$ cat src/rtl/fifo_wr_arbiter.sv
// fifo_wr_arbiter: two-requester, single-reader FIFO controller.
// Arbitrates two write requesters onto one shared storage array, owns the
// write/read pointers and decodes full/empty/level from the pointer state.
//
// Optional build macro: FIFO_WR_ARBITER_STRICT_PRIO_EN
//   defined   -> requester 0 always wins a tie (no round-robin state)
//   undefined -> round-robin between the two requesters (default)
//
// Handshake: reqN_valid/reqN_data must stay stable until reqN_ready is seen
// high; a write is transferred on every clk edge where reqN_valid and
// reqN_ready are both 1. reqN_ready is combinational from valid, full and the
// round-robin state, and is never high while rst is asserted.
module fifo_wr_arbiter #(
  parameter int DATA_WIDTH = 8,
  parameter int ADDR_WIDTH = 3
) (
  input  logic                  clk,
  input  logic                  rst,
  input  logic                  req0_valid,
  input  logic [DATA_WIDTH-1:0] req0_data,
  output logic                  req0_ready,
  input  logic                  req1_valid,
  input  logic [DATA_WIDTH-1:0] req1_data,
  output logic                  req1_ready,
  input  logic                  rd_inc,
  output logic                  wclken,
  output logic [ADDR_WIDTH-1:0] wr_addr,
  output logic [DATA_WIDTH-1:0] wr_data,
  output logic [ADDR_WIDTH-1:0] rd_addr,
  output logic                  full,
  output logic                  empty,
  output logic [ADDR_WIDTH:0]   level
);

  localparam int PW = ADDR_WIDTH + 1;

  logic [PW-1:0] wptr_q, wptr_d;
  logic [PW-1:0] rptr_q, rptr_d;
`ifndef FIFO_WR_ARBITER_STRICT_PRIO_EN
  // 1 when requester 1 received the most recent grant
  logic          last_q, last_d;
`endif

  logic empty_int;
  logic full_int;
  logic grant0;
  logic grant1;
  logic pop;

  // Status decode from registered pointers only
  always_comb begin
    empty_int = (wptr_q == rptr_q);
    full_int  = (wptr_q[ADDR_WIDTH] != rptr_q[ADDR_WIDTH]) &&
                (wptr_q[ADDR_WIDTH-1:0] == rptr_q[ADDR_WIDTH-1:0]);
  end

  // Grant selection: only when not full and not in reset, at most one grant
  always_comb begin
    grant0 = 1'b0;
    grant1 = 1'b0;
    if (!rst && !full_int) begin
`ifdef FIFO_WR_ARBITER_STRICT_PRIO_EN
      grant0 = req0_valid;
      grant1 = req1_valid && !req0_valid;
`else
      if (req0_valid && req1_valid) begin
        grant0 = last_q;
        grant1 = !last_q;
      end else begin
        grant0 = req0_valid;
        grant1 = req1_valid;
      end
`endif
    end
  end

  // Next-state: pointer advances and round-robin history
  always_comb begin
    pop    = rd_inc && !empty_int && !rst;
    wptr_d = wptr_q + PW'(grant0 | grant1);
    rptr_d = rptr_q + PW'(pop);
`ifndef FIFO_WR_ARBITER_STRICT_PRIO_EN
    last_d = (grant0 || grant1) ? grant1 : last_q;
`endif
  end

  // State registers with synchronous reset
  always_ff @(posedge clk) begin
    if (rst) begin
      wptr_q <= '0;
      rptr_q <= '0;
`ifndef FIFO_WR_ARBITER_STRICT_PRIO_EN
      last_q <= 1'b1;
`endif
    end else begin
      wptr_q <= wptr_d;
      rptr_q <= rptr_d;
`ifndef FIFO_WR_ARBITER_STRICT_PRIO_EN
      last_q <= last_d;
`endif
    end
  end

  // Outputs; reset forces the idle/empty view even before the pointers clear
  always_comb begin
    req0_ready = grant0;
    req1_ready = grant1;
    wclken     = grant0 | grant1;
    wr_data    = grant1 ? req1_data : req0_data;
    wr_addr    = rst ? '0 : wptr_q[ADDR_WIDTH-1:0];
    rd_addr    = rst ? '0 : rptr_q[ADDR_WIDTH-1:0];
    empty      = rst | empty_int;
    full       = !rst & full_int;
    level      = rst ? '0 : (wptr_q - rptr_q);
  end

endmodule

$ cat config.mk
export PLATFORM = sky130hd
export DESIGN_NAME = fifo_wr_arbiter
export DESIGN_NICKNAME = d
export VERILOG_FILES = /design/src/rtl/fifo_wr_arbiter.sv
export SDC_FILE = /design/constraint.sdc
export NUM_CORES = 1
export LEC_CHECK = 0
export BUFFER_PORTS_ARGS = -buffer_cell sky130_fd_sc_hd__buf_2
export CORE_MARGIN = 8
export CORE_UTILIZATION = 41
export CTS_CLUSTER_DIAMETER = 100
export CTS_CLUSTER_SIZE = 10
export DETAILED_ROUTE_END_ITERATION = 8
export GPL_TIMING_DRIVEN = 0
export PLACE_DENSITY_LB_ADDON = 0.15
export SLEW_MARGIN = 20
export SYNTH_ARGS = -nofsm -noshare
export SYNTH_HDL_FRONTEND = slang
export SYNTH_SLANG_ARGS = --single-unit
$ cat constraint.sdc
create_clock -name clk -period 2.6 [get_ports clk]
set_input_delay 0.26 -clock clk [delete_from_list [all_inputs] [get_ports clk]]
set_output_delay 0.26 -clock clk [all_outputs]
set_load 0.005 [all_outputs]
==> results.json, run 1 <==
{
  "status": "complete, no violations",
  "dp_hpwl_um": 1600,
  "clkTransAtPathRegs_ps": 60,
  "drv_cap": 0,
  "tightest_slew_ps": 458,
  "cts.sinks": 9,
  "grt_max_degree": 11,
  "drv_slew": 0,
  "syn_area_per_cell_um2": 8.74,
  "area_growth_pct": 38.0,
  "timing.final.crit_share": 0.902,
  "ctsHoldBuffers": 0,
  "cts_setup_buffers": 0,
  "grt_pass1_vias": 634,
  "cts_tree": "built",
  "io_pins": 44,
  "ant_nets": 0,
  "grt_pass1_wl_um": 2820,
  "antenna_found_initial": 0,
  "startpoint_type": "register",
  "drt_first_iter_violations": 2,
  "start_util": 0.418,
  "cts-resized-gates": 0,
  "die_x_um": 57.0,
  "clock_skew_ps": 1.11,
  "wire_per_inst_um": 12.7,
  "n_antenna_cell": 0,
  "setup_ws_ps": 255,
  "finish.utilization": 0.577,
  "fp.dieH_um": 57.0,
  "finalHoldViolations": 0,
  "wirelength_um": 1820,
  "seq_area_frac_synth": 0.261,
  "cp-end-kind": "primary output",
  "root_buffer": "clkbuf_4",
  "layout.filler_cells": 167,
  "critical_path_class": "reg2out",
  "dp_worst_setup_slack_ps": 501,
  "synth_nets": 108,
  "irDropWorstVdd_v": 0.000239,
  "num_rows": 15,
  "period_minus_slack_ps": 2350,
  "stdcell_count": 143,
  "tns_ps": 0,
  "postSynthCellCount": 79,
  "nets": 156,
  "finalSetupViolCount": 0,
  "grtUsageTotal": 0.105,
  "cts_inserted_buffers": 3,
  "seq_area_um2": 180,
  "synth-async-reset-ratio": 0,
  "io_buffers": 43,
  "coreArea_um2": 1650,
  "synth_cell_types": 23,
  "drive_above_1_share": 0.444,
  "clock.fmax_mhz": 426,
  "clk-insertion-delay-late_ps": 250,
  "power_density_nw_per_um2": 373,
  "hold_path.class": "in2reg",
  "yosys_register_bits": 9,
  "ys.flop_type": "dfxtp_1",
  "cp.required_ps": 2340,
  "vias_per_cell": 4.66,
  "dr.pass1.iters": 2,
  "rsz0062_at_grt": "no",
  "synth_area_um2": 691,
  "cts.path.max_buffers": 2,
  "dr_total_vias": 667,
  "htree_num_levels": 1,
  "placedCellCount": 139,
  "synth_edf_count": 0,
  "remaining_drc_errors": 0,
  "multi_input_area_um2": 480,
  "cellLeakagePower_nw": 0.501,
  "dieArea_um2": 3250,
  "slew_headroom": 0.695,
  "gp_congestion": 0.760,
  "grt_overflow": 0,
  "finalPower_mw": 0.356,
  "ys.warnings.count": 0,
  "cp_max_fo": 9,
  "worstPathArrival_ps": 2090
}
## through the flow
step	hold slack [ps]	cell area, µm²
floorplan	419	691
global placement	452	927
detailed placement	458	927
CTS	302	953
global route	314	953
finish	303	953
## logic make-up after synthesis
kind of cell,synth area share
xor gates and xnor gates,0.0761
AOI/OAI and AO/OA,0.0580
muxes,0.130
DFF,0.261
adders and majority gates,0.156
and+or+nand+nor,0.275
buffers and inverters,0.0435
## state kept, by name, summed over array words and instances (netlist names)
name	flops
last_q	1
rptr_q	4
wptr_q	4
## worst max-delay path: stages (launching register included)
cell	delay [ps]
dfxtp_1	370
inv_1	70
ha_1	320
nand3_1	170
nor2b_4	70
nor3_4	320
mux2_2	380
buf_2	130
## synthesized netlist by cell type, types with 2 or more instances
master    number  share of area
clkbuf_1       2          0.011
dfxtp_1        9           0.26
ha_1           7           0.13
inv_1          6          0.033
mux2_2         8           0.13
nand2_1        3          0.016
nand3_1        4          0.029
nor2_1        12          0.065
nor2b_1        9          0.082
o21bai_1       2          0.022
xnor2_1        3          0.038
xor2_1         3          0.038
## power by group
group          internal, mW  leakage [nW]  switching (mW)
combinational        0.0560         0.413          0.0487
sequential            0.144        0.0732         0.00488
clock                0.0588        0.0150          0.0434
total                 0.259         0.501          0.0970
## per-layer routing
metal	track usage	vias up	routed length (µm)
met5	0	-	0
li1	-	355	-
met3	0.0532	4	216
met4	0.0638	0	35
met2	0.180	30	865
met1	0.0957	278	705
## final timing paths
check / start / endpoint / slack [ps] / cells after the start
worst max-delay path: rptr_q[2] / wr_data[3] / 250 / 7
worst min-delay path: req0_valid / last_q / 300 / 3
worst max register to register: rptr_q[2] / wptr_q[1] / 540 / 9
worst min register to register: last_q / last_q / 470 / 1
## cell type report
cell class / count / area share
well taps: 17 / 0.0223
repair buffers: 43 / 0.226
flip-flops and latches: 9 / 0.189
plain buffers: 2 / 0.00787
inverters: 6 / 0.0236
clock buffers: 4 / 0.0276
multi-input cells: 62 / 0.504
## cells in the final DEF (no fill, tap or decap), drive strengths merged
master	Yosys	routed
nand3	4	4
nor3b	1	1
inv	6	6
nor3	1	1
nor2	12	12
a21o	1	1
ha	7	7
xnor2	3	3
and3	1	1
a21oi	1	1
nand2	3	3
clkbuf	2	6
fa	1	1
or2b	1	1
nand2b	1	1
dfxtp	9	9
nor2b	10	10
o21a	1	1
mux2	8	8
o21ai	1	1
xor2	3	3
o21bai	2	2
buf	0	43
Power figures use the tool's default switching activity.
==> inputs of run 2 (changes only) <==
--- a/config.mk
+++ b/config.mk
@@ -7,7 +7,7 @@
 export LEC_CHECK = 0
 export BUFFER_PORTS_ARGS = -buffer_cell sky130_fd_sc_hd__buf_2
 export CORE_MARGIN = 8
-export CORE_UTILIZATION = 41
+export CORE_UTILIZATION = 44
 export CTS_CLUSTER_DIAMETER = 100
 export CTS_CLUSTER_SIZE = 10
 export DETAILED_ROUTE_END_ITERATION = 8
==> constraint.sdc (replaced) <==
create_clock -name clk -period 2.8 [get_ports clk]
set_input_delay 0.28 -clock clk [delete_from_list [all_inputs] [get_ports clk]]
set_output_delay 0.28 -clock clk [all_outputs]
set_load 0.005 [all_outputs]
==> run 2 against run 1 <==
Against the previous run:
- power shrank 5.1%
- highest routed layer unchanged
- largest power group unchanged
- final area is the same
- cell count shrank 0.70%
- count of clock-buffer cells in the layout shrank 1
- first-iteration DRC count grew to 5.5 times the previous value
- die area shrank 4.9%
==> results.json, run 2 (same netlist as run 1, synthesis figures left out) <==
{
  "dp_hpwl_um": 1520,
  "drt_first_iter_violations": 11,
  "drive_above_1_share": 0.452,
  "clk-insertion-delay-late_ps": 260,
  "fp.dieH_um": 55.6,
  "clock.fmax_mhz": 423,
  "finalSetupViolCount": 0,
  "n_antenna_cell": 0,
  "die_x_um": 55.6,
  "grt_pass1_vias": 738,
  "grt_max_degree": 11,
  "cp_max_fo": 9,
  "cts.sinks": 9,
  "htree_num_levels": 1,
  "startpoint_type": "register",
  "wire_per_inst_um": 12.8,
  "critical_path_class": "reg2out",
  "io_buffers": 43,
  "rsz0062_at_grt": "no",
  "status": "complete, no violations",
  "finish.utilization": 0.640,
  "power_density_nw_per_um2": 354,
  "slew_headroom": 0.705,
  "min_path_cells": 3,
  "timing.final.crit_share": 0.845,
  "cts-resized-gates": 0,
  "hold_path.class": "in2reg",
  "num_rows": 14,
  "io_pins": 44,
  "tns_ps": 0,
  "dr.pass1.iters": 4,
  "cp-end-kind": "primary output",
  "dieArea_um2": 3090,
  "tightest_slew_ps": 442,
  "cts.path.max_buffers": 2,
  "root_buffer": "clkbuf_4",
  "cts_setup_buffers": 0,
  "remaining_drc_errors": 0,
  "irDropWorstVdd_v": 0.000376,
  "start_util": 0.464,
  "finalHoldViolations": 0,
  "hold_ws_ps": 318,
  "drv_cap": 0,
  "clkTransAtPathRegs_ps": 60,
  "cts_tree": "built",
  "drv_slew": 0,
  "cp.required_ps": 2520,
  "largestRegisters": "rptr_q x4, wptr_q x4, last_q x1",
  "wirelength_um": 1820,
  "period_minus_slack_ps": 2370,
  "worstPathArrival_ps": 2090,
  "vias_per_cell": 4.75,
  "cts_inserted_buffers": 3,
  "ant_nets": 0,
  "gp_congestion": 0.790,
  "clock_skew_ps": 0.139,
  "grt_overflow": 0,
  "r2r_cells": 9,
  "final_common_cell": "buf_2",
  "cellLeakagePower_nw": 0.503,
  "area_growth_pct": 38.0,
  "dr_total_vias": 674,
  "grt_pass1_wl_um": 3110,
  "layout_common_cells": "buf_2 (43), nor2_1 (12), nor2b_1 (9), dfxtp_1 (9), mux2_2 (8)",
  "ctsHoldBuffers": 0,
  "antenna_found_initial": 0,
  "coreArea_um2": 1490,
  "grtUsageTotal": 0.120,
  "nets": 156
}
run 2: final timing paths:
path           endpoint  slack, ps  startpoint
max          wr_data[5]        430   rptr_q[2]
min              last_q        320  req0_valid
min reg2reg      last_q        490      last_q
max reg2reg   wptr_q[1]        790   rptr_q[2]
run 2: power by group:
part / internal, mW / switching [mW]
Clock: 0.0528 / 0.0488
Combinational: 0.0520 / 0.0457
Sequential: 0.134 / 0.00470
run 2: area by class of cell:
| class | instances | area, µm² |
|---|---|---|
| well taps | 16 | 20.0 |
| inverters | 6 | 22.5 |
| multi-input cells | 62 | 480 |
| plain buffers | 2 | 7.51 |
| clock inverters | 1 | 5.00 |
| clock buffers | 3 | 22.5 |
| repair buffers | 43 | 215 |
| flip-flops and latches | 9 | 180 |
| fillers | 142 | 536 |
run 2: worst max-delay path, cell delays in order (launching register included):
cell and delay, ps:
dfxtp_1 360, inv_1 70, ha_1 320, nand3_1 170, nor2b_4 70, nor3_4 320
mux2_2 380, buf_2 130
run 2: stage by stage:
| stage | cell area (µm²) | power [mW] | cells | worst slack, ps |
|---|---|---|---|---|
| 4_1_cts | 953 | 0.342 | 142 | 414 |
| 5_1_grt | 953 | 0.364 | 142 | 285 |
| 6_report | 953 | 0.338 | 142 | 434 |
| 3_5_place_dp | 926 | 0.239 | 138 | 704 |
| 3_3_place_gp | 926 | 0.236 | 138 | 727 |
| 2_1_floorplan | 691 | 0.195 | 79 | 927 |
run 2: layer usage:
layer,share of wire,global-route usage,routed length [µm]
met4,0.0099,0.0317,18
met3,0.053,0.0502,97
met1,0.40,0.120,723
met5,0,0,0
met2,0.54,0.221,978
==> inputs of run 3 (changes only) <==
--- a/config.mk
+++ b/config.mk
@@ -5,9 +5,11 @@
 export SDC_FILE = /design/constraint.sdc
 export NUM_CORES = 1
 export LEC_CHECK = 0
+export ABC_AREA = 1
 export BUFFER_PORTS_ARGS = -buffer_cell sky130_fd_sc_hd__buf_2
+export CORE_ASPECT_RATIO = 0.75
 export CORE_MARGIN = 8
-export CORE_UTILIZATION = 44
+export CORE_UTILIZATION = 38
 export CTS_CLUSTER_DIAMETER = 100
 export CTS_CLUSTER_SIZE = 10
 export DETAILED_ROUTE_END_ITERATION = 8
==> constraint.sdc (replaced) <==
create_clock -name clk -period 2.05 [get_ports clk]
set_input_delay 0.205 -clock clk [delete_from_list [all_inputs] [get_ports clk]]
set_output_delay 0.205 -clock clk [all_outputs]
set_load 0.005 [all_outputs]
==> run 3 against run 2 <==
Against the previous run:
- critical path depth rose by 2
- via count is 24% higher
- routed wire length is 15% higher
- critical endpoint is now wr_data[2]
==> results.json, run 3 <==
{
  "status": "complete, no violations",
  "yosys_register_bits": 9,
  "fp.dieH_um": 54.6,
  "clkTransAtPathRegs_ps": 60,
  "area_growth_pct": 42.9,
  "drv_slew": 0,
  "gp_congestion": 0.719,
  "ant_nets": 0,
  "ys.warnings.count": 0,
  "cts.sinks": 9,
  "grt_overflow": 0,
  "final_common_cell": "buf_2",
  "worstPathArrival_ps": 1720,
  "n_antenna_cell": 0,
  "antenna_found_initial": 0,
  "synth_nets": 145,
  "power_density_nw_per_um2": 459,
  "layout_common_cells": "buf_2 (44), nand2_1 (24), inv_1 (21), nor2_1 (21), nand4_1 (8)",
  "clock.fmax_mhz": 520,
  "synth_edf_count": 0,
  "synth_area_um2": 753,
  "layout.filler_cells": 191,
  "critical_path_class": "reg2out",
  "num_rows": 14,
  "start_util": 0.387,
  "synth_cell_types": 19,
  "syn_area_per_cell_um2": 6.49,
  "finalHoldViolations": 0,
  "drv_cap": 0,
  "synthMuxAreaShare": 0,
  "remaining_drc_errors": 0,
  "path_buf_inv": 2,
  "drive_above_1_share": 0.384,
  "synth_top_area_frac": 0.239,
  "htree_num_levels": 1,
  "finalPower_mw": 0.494,
  "vias_per_cell": 4.46,
  "irDropWorstVdd_v": 0.000349,
  "die_x_um": 67.4,
  "cp_cell_sequence": "ha_1, nand2_2, nor2_2, nand2_2, nand3_4, buf_12, nand2_1, nand2_1, buf_2",
  "largestRegisters": "rptr_q x4, wptr_q x4, last_q x1",
  "cts_tree": "built",
  "synthTopCellsByArea": "dfxtp_1 (24%), nand2_1 (12%), ha_1 (12%), inv_1 (11%), nor2_1 (10%)",
  "postSynthCellCount": 116,
  "io_pins": 44,
  "dpl_cell_area_um2": 993,
  "timing.final.crit_share": 0.938,
  "cp-end-kind": "primary output",
  "fin_area_um2": 1080,
  "clk-insertion-delay-late_ps": 260,
  "hold_path.class": "in2reg",
  "cp.required_ps": 1850,
  "cts_inserted_buffers": 3,
  "synth.most_common_cell": "nand2_1",
  "synth-compound-area-share": 0.0731,
  "nets": 194,
  "synth-async-reset-ratio": 0,
  "dr_total_vias": 839,
  "cellLeakagePower_nw": 0.622,
  "path_delay_family": "simple AND/OR/NAND/NOR gates",
  "synthSimpleGateAreaFrac": 0.362,
  "cts.path.max_buffers": 2,
  "dp_hpwl_um": 1680,
  "period_minus_slack_ps": 1920,
  "grt_pass1_wl_um": 3320,
  "synthTopCellsByCount": "nand2_1 (24), inv_1 (22), nor2_1 (21)",
  "grt_max_degree": 11,
  "finalSetupViolCount": 0,
  "slew_headroom": 0.778,
  "ys.flop_type": "dfxtp_1",
  "coreArea_um2": 1940,
  "seq_area_frac_synth": 0.239,
  "r2r_setup_slack_ps": 130,
  "clock_skew_ps": 2.79,
  "drt_first_iter_violations": 13,
  "synth_top_family_by_area": "simple AND/OR/NAND/NOR gates",
  "synth-xor-area-share": 0.0349,
  "dr.pass1.iters": 4,
  "grt_pass1_vias": 772,
  "synth_top_cell_by_area": "dfxtp_1",
  "cp_max_fo": 7,
  "grtUsageTotal": 0.116,
  "crit_slowest_cell": "dfxtp_1",
  "ctsHoldBuffers": 0,
  "wire_per_inst_um": 11.1,
  "root_buffer": "clkbuf_4",
  "startpoint_type": "register",
  "io_buffers": 42,
  "synth_fa_ha_area_frac": 0.143,
  "cpPeakStageDelay_ps": 430,
  "dieArea_um2": 3680,
  "wirelength_um": 2090,
  "tightest_slew_ps": 333
}
run 3: cell count changes in the layout (fill, tap and decap cells not counted), sizes merged, moves of 2 or more:
| cell | change |
|---|---|
| buf | +5 |
| mux2 | -8 |
| nand3 | +2 |
| inv | +16 |
| nand4 | +8 |
| xor2 | -3 |
| nand2 | +23 |
| nor2 | +10 |
| nor2b | -10 |
| a21oi | +5 |
| o21bai | -2 |
run 3: path summary, 6_finish.rpt:
check,cells after the start,start,end
setup / recovery,9,wptr_q[1],wr_data[2]
hold / removal,2,rst,rptr_q[2]
setup reg to reg,11,rptr_q[2],wptr_q[2]
hold reg to reg,2,wptr_q[3],wptr_q[3]
run 3: area by class of cell:
class | instances | area [µm²] | share of cell area
multi-input combinational | 81 | 487 | 0.452
timing repair buffer | 44 | 238 | 0.221
sequential | 9 | 184 | 0.171
inverter | 22 | 82.6 | 0.0767
tap | 24 | 30.0 | 0.0279
buffer | 4 | 28.8 | 0.0267
clock buffer | 4 | 26.3 | 0.0244
run 3: metrics by stage:
step                cells  worst slack (ps)  utilization  hold slack, ps  TNS (ps)
floorplan             116               190            -             458         0
global placement      182              30.5        0.511             472         0
detailed placement    182             -4.58        0.511             479     -4.58
CTS                   186              14.4        0.528             240         0
global route          188             -12.4        0.553             242     -12.9
finish                188               127        0.553             237         0
run 3: metal layers:
| metal | routed length (µm) | vias to the layer above | GRT usage |
|---|---|---|---|
| met5 | 0 | - | 0 |
| met4 | 11 | 0 | 0.0208 |
| met3 | 162 | 2 | 0.0450 |
| met2 | 969 | 26 | 0.185 |
| met1 | 949 | 350 | 0.147 |
| li1 | - | 461 | - |
run 3: report_power, final:
part / total (mW) / internal [mW] / leakage (nW) / switching, mW
combinational: 0.170 / 0.0799 / 0.533 / 0.0897
sequential: 0.192 / 0.184 / 0.0744 / 0.00863
clock: 0.133 / 0.0747 / 0.0150 / 0.0578
run 3: kinds of logic (layout without fill, tap and decap cells):
group / Yosys count / after routing
AND/OR/NAND/NOR: 62 / 62
buffers and inverters: 26 / 74
flip-flops: 9 / 9
adder cells (fa/ha/maj): 8 / 8
AO/OA/AOI/OAI: 8 / 8
XOR/XNOR: 3 / 3
run 3: timing repair:
action | CTS | global route
setup endpoints to repair | 2 | 10
gates resized for setup | 1 | 6
setup buffers | 0 | 2
gates cloned | 0 | 0
run 3: worst reg2reg max path, stage by stage, from the launching register on:
cell and delay [ps]:
dfxtp_2 340, inv_1 80, ha_4 290, nand2_2 60, nor2_2 120, nand2_2 110
nand3_4 110, nand2_1 100, ha_1 230, ha_1 200, xnor2_1 130, nor2_1 50
